## config.mk

```make
export PLATFORM = sky130hd
export DESIGN_NAME = mux_scan_ctrl
export DESIGN_NICKNAME = d
export VERILOG_FILES = /design/src/rtl/mux_scan_ctrl.sv
export SDC_FILE = /design/constraint.sdc
export NUM_CORES = 1
export LEC_CHECK = 0
export ABC_AREA = 1
export CORE_MARGIN = 8
export CORE_UTILIZATION = 51
export DETAILED_ROUTE_END_ITERATION = 16
export GPL_ROUTABILITY_DRIVEN = 0
export PLACE_DENSITY = 0.77
export SYNTH_ARGS = -nofsm -noshare
export SYNTH_HDL_FRONTEND = slang
export SYNTH_SLANG_ARGS = --single-unit
```

## constraint.sdc

```tcl
create_clock -name clk -period 1.5 [get_ports clk]
set_input_delay 0.15 -clock clk [delete_from_list [all_inputs] [get_ports clk]]
set_output_delay 0.15 -clock clk [all_outputs]
set_load 0.01 [all_outputs]
```

## src/rtl/mux_scan_ctrl.sv

```systemverilog
// Scan sequencer around a 4:1 mux: steps the select, waits SETTLE cycles per
// channel, samples the mux output and presents a 4-bit frame on valid/ready.
//
// state  | meaning
// IDLE   | waiting for start, busy low
// SETTLE | select held, counting settle cycles, capture on the last one
// HOLD   | frame valid, waiting for the consumer handshake
module mux_scan_ctrl #(
  parameter int unsigned SETTLE = 2,
  parameter int unsigned CW     = 4
) (
  input  logic       clk,
  input  logic       rst_n,
  input  logic       start,
  input  logic       cont,
  output logic [1:0] sel,
  input  logic       mux_o,
  output logic [3:0] frame,
  output logic       frame_valid,
  input  logic       frame_ready,
  output logic       busy
);

  typedef enum logic [1:0] {
    ST_IDLE   = 2'd0,
    ST_SETTLE = 2'd1,
    ST_HOLD   = 2'd2
  } state_t;

  localparam logic [CW-1:0] LP_CNT_LAST = CW'(SETTLE - 1);

  state_t        r_state;
  logic [CW-1:0] r_cnt;
  logic [1:0]    r_sel;
  logic [2:0]    r_shadow;
  logic [3:0]    r_frame;
  logic          r_frame_valid;
  logic          r_busy;

  state_t        w_state_nxt;
  logic [CW-1:0] w_cnt_nxt;
  logic [1:0]    w_sel_nxt;
  logic [2:0]    w_shadow_nxt;
  logic [3:0]    w_frame_nxt;
  logic          w_valid_nxt;
  logic          w_busy_nxt;
  logic          w_capture;

  assign w_capture = (r_cnt == LP_CNT_LAST);

  always_ff @(posedge clk or negedge rst_n) begin
    if (!rst_n) begin
      r_state       <= ST_IDLE;
      r_cnt         <= '0;
      r_sel         <= '0;
      r_shadow      <= '0;
      r_frame       <= '0;
      r_frame_valid <= 1'b0;
      r_busy        <= 1'b0;
    end else begin
      r_state       <= w_state_nxt;
      r_cnt         <= w_cnt_nxt;
      r_sel         <= w_sel_nxt;
      r_shadow      <= w_shadow_nxt;
      r_frame       <= w_frame_nxt;
      r_frame_valid <= w_valid_nxt;
      r_busy        <= w_busy_nxt;
    end
  end

  always_comb begin
    w_state_nxt  = r_state;
    w_cnt_nxt    = r_cnt;
    w_sel_nxt    = r_sel;
    w_shadow_nxt = r_shadow;
    w_frame_nxt  = r_frame;
    w_valid_nxt  = r_frame_valid;
    w_busy_nxt   = r_busy;

    case (r_state)
      ST_IDLE: begin
        if (start) begin
          w_state_nxt = ST_SETTLE;
          w_sel_nxt   = '0;
          w_cnt_nxt   = '0;
          w_busy_nxt  = 1'b1;
        end
      end

      ST_SETTLE: begin
        if (w_capture) begin
          w_cnt_nxt = '0;
          case (r_sel)
            2'd0: begin
              w_shadow_nxt[0] = mux_o;
              w_sel_nxt       = 2'd1;
            end
            2'd1: begin
              w_shadow_nxt[1] = mux_o;
              w_sel_nxt       = 2'd2;
            end
            2'd2: begin
              w_shadow_nxt[2] = mux_o;
              w_sel_nxt       = 2'd3;
            end
            default: begin
              w_frame_nxt = {mux_o, r_shadow};
              w_valid_nxt = 1'b1;
              w_sel_nxt   = '0;
              w_state_nxt = ST_HOLD;
            end
          endcase
        end else begin
          w_cnt_nxt = r_cnt + 1'b1;
        end
      end

      ST_HOLD: begin
        // frame itself is left untouched so it keeps its last value
        if (r_frame_valid && frame_ready) begin
          w_valid_nxt = 1'b0;
          if (cont) begin
            w_state_nxt = ST_SETTLE;
            w_sel_nxt   = '0;
            w_cnt_nxt   = '0;
          end else begin
            w_state_nxt = ST_IDLE;
            w_busy_nxt  = 1'b0;
          end
        end
      end

      default: begin
        w_state_nxt = ST_IDLE;
        w_busy_nxt  = 1'b0;
        w_valid_nxt = 1'b0;
      end
    endcase
  end

  assign sel         = r_sel;
  assign frame       = r_frame;
  assign frame_valid = r_frame_valid;
  assign busy        = r_busy;

endmodule
```

== Word-level counts from Yosys, hierarchy flattened ==
Cells that the tools add are included.
W data, S select, Z words.

* Equal/unequal tests: 11
* Shift-type cells: 0
* Add/sub/neg operators: 1
* Multipliers: 0
* Bitwise gates (word level): 3
* Muxes and demuxes: 25
* $lt $le $gt $ge: 0
* Reductions and logical operators: 14
* Divide/modulo/power cells: 0

{| class="wikitable"
|+ Operator list
! cell !! number
|-
| $pmux W2 S3 || 3
|-
| $mux W2 || 8
|-
| $mux W4 || 4
|-
| $reduce_and A4 Y1 || 4
|-
| $ne A2 B2 Y1 const B || 6
|-
| $pmux W4 S3 || 1
|-
| $reduce_and A3 Y1 || 4
|-
| $mux W1 || 7
|-
| $pmux W1 S3 || 2
|-
| $reduce_and A5 Y1 || 1
|-
| $add A4 B1 Y4 const B || 1
|-
| $eq A2 B1 Y1 const B || 2
|-
| $eq A2 B2 Y1 const B || 2
|-
| $eq A4 B1 Y1 const B || 1
|-
| $logic_not A2 Y1 || 2
|-
| $not A1 Y1 || 3
|-
| $reduce_bool A3 Y1 || 1
|-
| $reduce_or A3 Y1 || 1
|-
| $logic_and A1 B1 Y1 || 1
|}

* RAM bits: 0
* Bits in latches: 0
* Memory bits (read-only): 0
* Output and inout bits: 8
* Memories kept: 0
* Bits of input ports: 6
* Register bits: 17
* Logic and storage cells: 63

== Longest topological paths before layout ==
* Word-level depth: 5
* Depth in mapped cells: 7
* Depth with buffers taken out: 7

== Least setup slack after synthesis ==
Ideal clock, no wire load.

* Path kind: reg-to-reg
* Start point: register r_state[1]
* End point: register r_frame[3] (netlist: frame[3])
* Path slack: 0.372 ns
* Period minus slack after synthesis: 1.128 ns
* Path buffers: 0
* Stages on the path, launching flop included: 7
* Arrival time: 1.009 ns
* Data required time: 1.381 ns
* Library setup time: 0.119 ns
* Cells stage by stage: dfrtp_1 nor2_4 inv_2 nor2_8 nand2_4 nand2_2 o21ai_2

* Word-level cells in the longest chain between the ends: 2

{| class="wikitable"
|+ RTL lines
! element !! RTL line !! RTL
|-
| start, declared || 32 || <nowiki>state_t r_state;</nowiki>
|-
| start signal, assigned || 61 || <nowiki>r_state <= w_state_nxt;</nowiki>
|-
| $eq A2 B1 Y1 || 80 || <nowiki>case (r_state)</nowiki>
|-
| $reduce_and A3 Y1 (no line) || -- ||
|-
| end signal, assigned || 65 || <nowiki>r_frame <= w_frame_nxt;</nowiki>
|-
| end, declared || 36 || <nowiki>logic [3:0] r_frame;</nowiki>
|}

Every way passes these cells.
A chain may end at the register's enable or synchronous reset.

== Final worst setup path ==
* Start point: register r_sel[0] (netlist: sel[0])
* End point: output port sel[0]

{| class="wikitable"
|+ RTL lines
! element !! RTL line !! RTL
|-
| start, declared || 34 || <nowiki>logic [1:0] r_sel;</nowiki>
|-
| start signal, assigned || 63 || <nowiki>r_sel <= w_sel_nxt;</nowiki>
|-
| end, declared || 16 || <nowiki>output logic [1:0] sel,</nowiki>
|}

No word-level cell between the ends.

==> results by group <==
Timing
  – Max-slew violations: 0
  – Worst Tran Pin Value: 0.227 ns
  – Worst slew margin: 84.9%
  – Fmax: 696 MHz
  – # setup viols final: 0
  – Hold Vio Cnt, Final: 0
  – Fin worst setup slack: 0.0638 ns
  – Fin crit period: 1.44 ns
  – RSZ-0062 raised after global routing: no
  – Setup tns final: 0 ns
  – Tcrit/Tclk final: 95.7%
  – Setup skew after layout: 0.00698 ns

Clocking
  – Hold_buf cts: 0
  – Total CTS buffers: 3
  – Post-CTS Repair Setup Buffers: 0
  – Post-CTS sizing: 0
  – Clock latency on the worst-skew pair: 0.29 ns
  – CTS HTree Levels: 1
  – Root Driver: clkbuf_4
  – # clock sinks: 17
  – Longest Clk Path Bufs: 2
  – TritonCTS clock tree: done
  – Clock slew at reported path FFs: 0.09 ns

Global route
  – Initial antenna violation count: 0
  – First-pass GRT wire length: 2.85 mm
  – Vias in the first global route: 684
  – Global route overflow: 0
  – Total GRT Usage: 10.7%
  – Largest net degree at the start of global routing: 18

Synthesis
  – Post-synthesis mux area share: 0%
  – Post-Syn Nets: 110
  – Post-synthesis simple-gate area fraction: 29.8%
  – Number of synthesized register bits: 17
  – Synth Warn #: 0
  – Register area share after synthesis: 48.9%
  – Distinct cell type count after synthesis: 17
  – Avg Cell Area, Syn: 8.70 µm²
  – Synth area leaders: dfrtp_1 (49%), nand2_1 (12%), o21ai_0 (7.5%), ha_1 (5.8%), nand3_1 (4.6%)
  – Mapped Cells: 100
  – Fraction of registers with async set/reset: 100%
  – Compound-gate portion of the synthesized area: 10.8%
  – Mapped cell area: 870 µm²
  – Adder-cell share of the synthesized area: 5.76%
  – Ys flop type: dfrtp_1
  – Most frequent cell after synthesis: nand2_1
  – Main combinational cell family by area after synthesis: simple AND/OR/NAND/NOR gates
  – Top cell type's share of synthesized area: 48.9%
  – Post-Synth XOR/XNOR Area: 0%
  – Commonest cells in the netlist: nand2_1 (28), dfrtp_1 (17), o21ai_0 (13)
  – Post-synth EDFFs: 0
  – Post-synth top area cell: dfrtp_1

Final layout
  – ANT cells: 0
  – Post-Layout Cell Count: 135
  – Share of post-route cells with drive strength above 1: 15.3%
  – Nets: 129
  – Fin util: 63.1%
  – Layout area overhead: 21.3%

Power
  – Leak: 0.543 nW
  – Total Power: 1.96 mW
  – Total internal power: 1.15 mW
  – Clock network power share: 12.1%
  – Psw: 0.805 mW
  – VDD IR-drop max: 0.000852 V
  – Combinational share of power: 45.9%
  – Pwr dens: 1860 nW/µm²
  – Switching share of total power: 41.1%
  – Sequential share of power: 42.0%

Hold path
  – HP Class: in2async

Placement
  – Post-place setup slack: 0.111 ns
  – Port bufs: 13
  – DP HPWL: 1.26 mm
  – Placed insts: 131

Run status
  – Status: complete, no violations

Detailed routing
  – 1st-iter DRT viols: 6
  – Remaining DRCs: 0
  – DR pass1 iterations: 4
  – Final WL: 1.59 mm
  – Final ANT Viol Nets: 0
  – WL/cell: 11.8 µm
  – Via count: 697
  – DR vias/cell: 5.16

Floorplan
  – Io pins: 14
  – DIE HEIGHT: 57.3 µm
  – Initial Utilization: 52.1%
  – # rows: 15
  – Full die area: 3280 µm²
  – Total core area: 1670 µm²
  – Die Wd: 57.3 µm

Worst setup path
  – Worst path cell trace: clkdlybuf4s50_1
  – Critical path peak fanout: 5
  – CP Data Required Time: 1.35 ns
  – Worst Path Arrival: 1.29 ns
  – Delay-heaviest family, CP: buffers and inverters
  – Critical path type: reg2out
  – Worst stage delay on the critical path: 0.57 ns
  – Startpoint types: register
  – Setup crit end kind: output pin
  – Crit path buf inv count: 1
  – CP max-delay cell: clkdlybuf4s50_1

Run
  – Max Cap Viol: 0
## final timing paths
path / cells past startpoint / slack (ns) / start / end
setup / recovery: 1 / 0.06 / sel[0]$_DFFE_PN0P_ / sel[0]
hold / removal: 2 / 0.18 / rst_n / frame[3]$_DFFE_PN0P_
setup reg to reg: 6 / 0.25 / r_state[1]$_DFFE_PN0P_ / frame[2]$_DFFE_PN0P_
hold reg to reg: 2 / 0.49 / frame[0]$_DFFE_PN0P_ / frame[0]$_DFFE_PN0P_
max in group asynchronous: 2 / 1.13 / rst_n / sel[0]$_DFFE_PN0P_
min in group clk: 3 / 0.45 / start / busy$_DFFE_PN0P_
## logic make-up (layout without fill, tap and decap cells)
| group | count (synthesis) | count (layout) |
|---|---|---|
| buffers and inverters | 11 | 29 |
| adder cells (fa/ha/maj) | 4 | 4 |
| flip-flops | 17 | 17 |
| AO/OA/AOI/OAI | 18 | 18 |
| AND/OR/NAND/NOR | 50 | 50 |
## metal layers
layer / track usage (%) / wire length, µm
met5: 0 / 0
met4: 6.79 / 31
met3: 1.57 / 32
met2: 16.7 / 741
met1: 13.5 / 787
## stage by stage
stage	hold WS (ns)	cell area, µm²
after detailed placement	0.469	1030
after global routing	0.205	1050
after CTS	0.183	1050
final	0.180	1050
after global placement	0.455	1030
after floorplan	-0.146	870
## cell usage in the layout (no fill, tap or decap), drive strengths merged
master and instances:
clkbuf 4, nor2 7, inv 11, clkdlybuf4s50 13
nand3 8, o21ai 17, nand2 34, nand4 1
a21oi 1, dfrtp 17, buf 1, ha 4
## area by class of cell
type | instances | area [µm²]
multi-input cells | 72 | 403
clock buffers | 4 | 26.3
repair buffers | 14 | 138
flip-flops and latches | 17 | 425
inverters | 11 | 41.3
fillers | 155 | 616
well taps | 17 | 21.3
## sequential cells by signal, summed over array words and instances (netlist names)
signal and flops:
busy 1, frame 4, frame_valid 1, r_cnt 4
r_shadow 3, r_state 2, sel 2
## worst register-to-register path, stage by stage (launching register included)
cell     delay (ns)
dfrtp_1        0.44
nor2_4         0.19
inv_2          0.09
nor2_8         0.19
nand2_4        0.10
nand2_1        0.08
nand2_1        0.05
## power by group through the flow
stage	registers (mW)	clock network, mW	logic [mW]
after floorplan	0.841	0	0.566
after global placement	0.820	0	0.889
after detailed placement	0.833	0	0.914
after CTS	0.823	0.246	0.919
after global routing	0.853	0.261	1.02
final	0.823	0.237	0.898
Note: power is estimated with default switching activity, not from simulation.
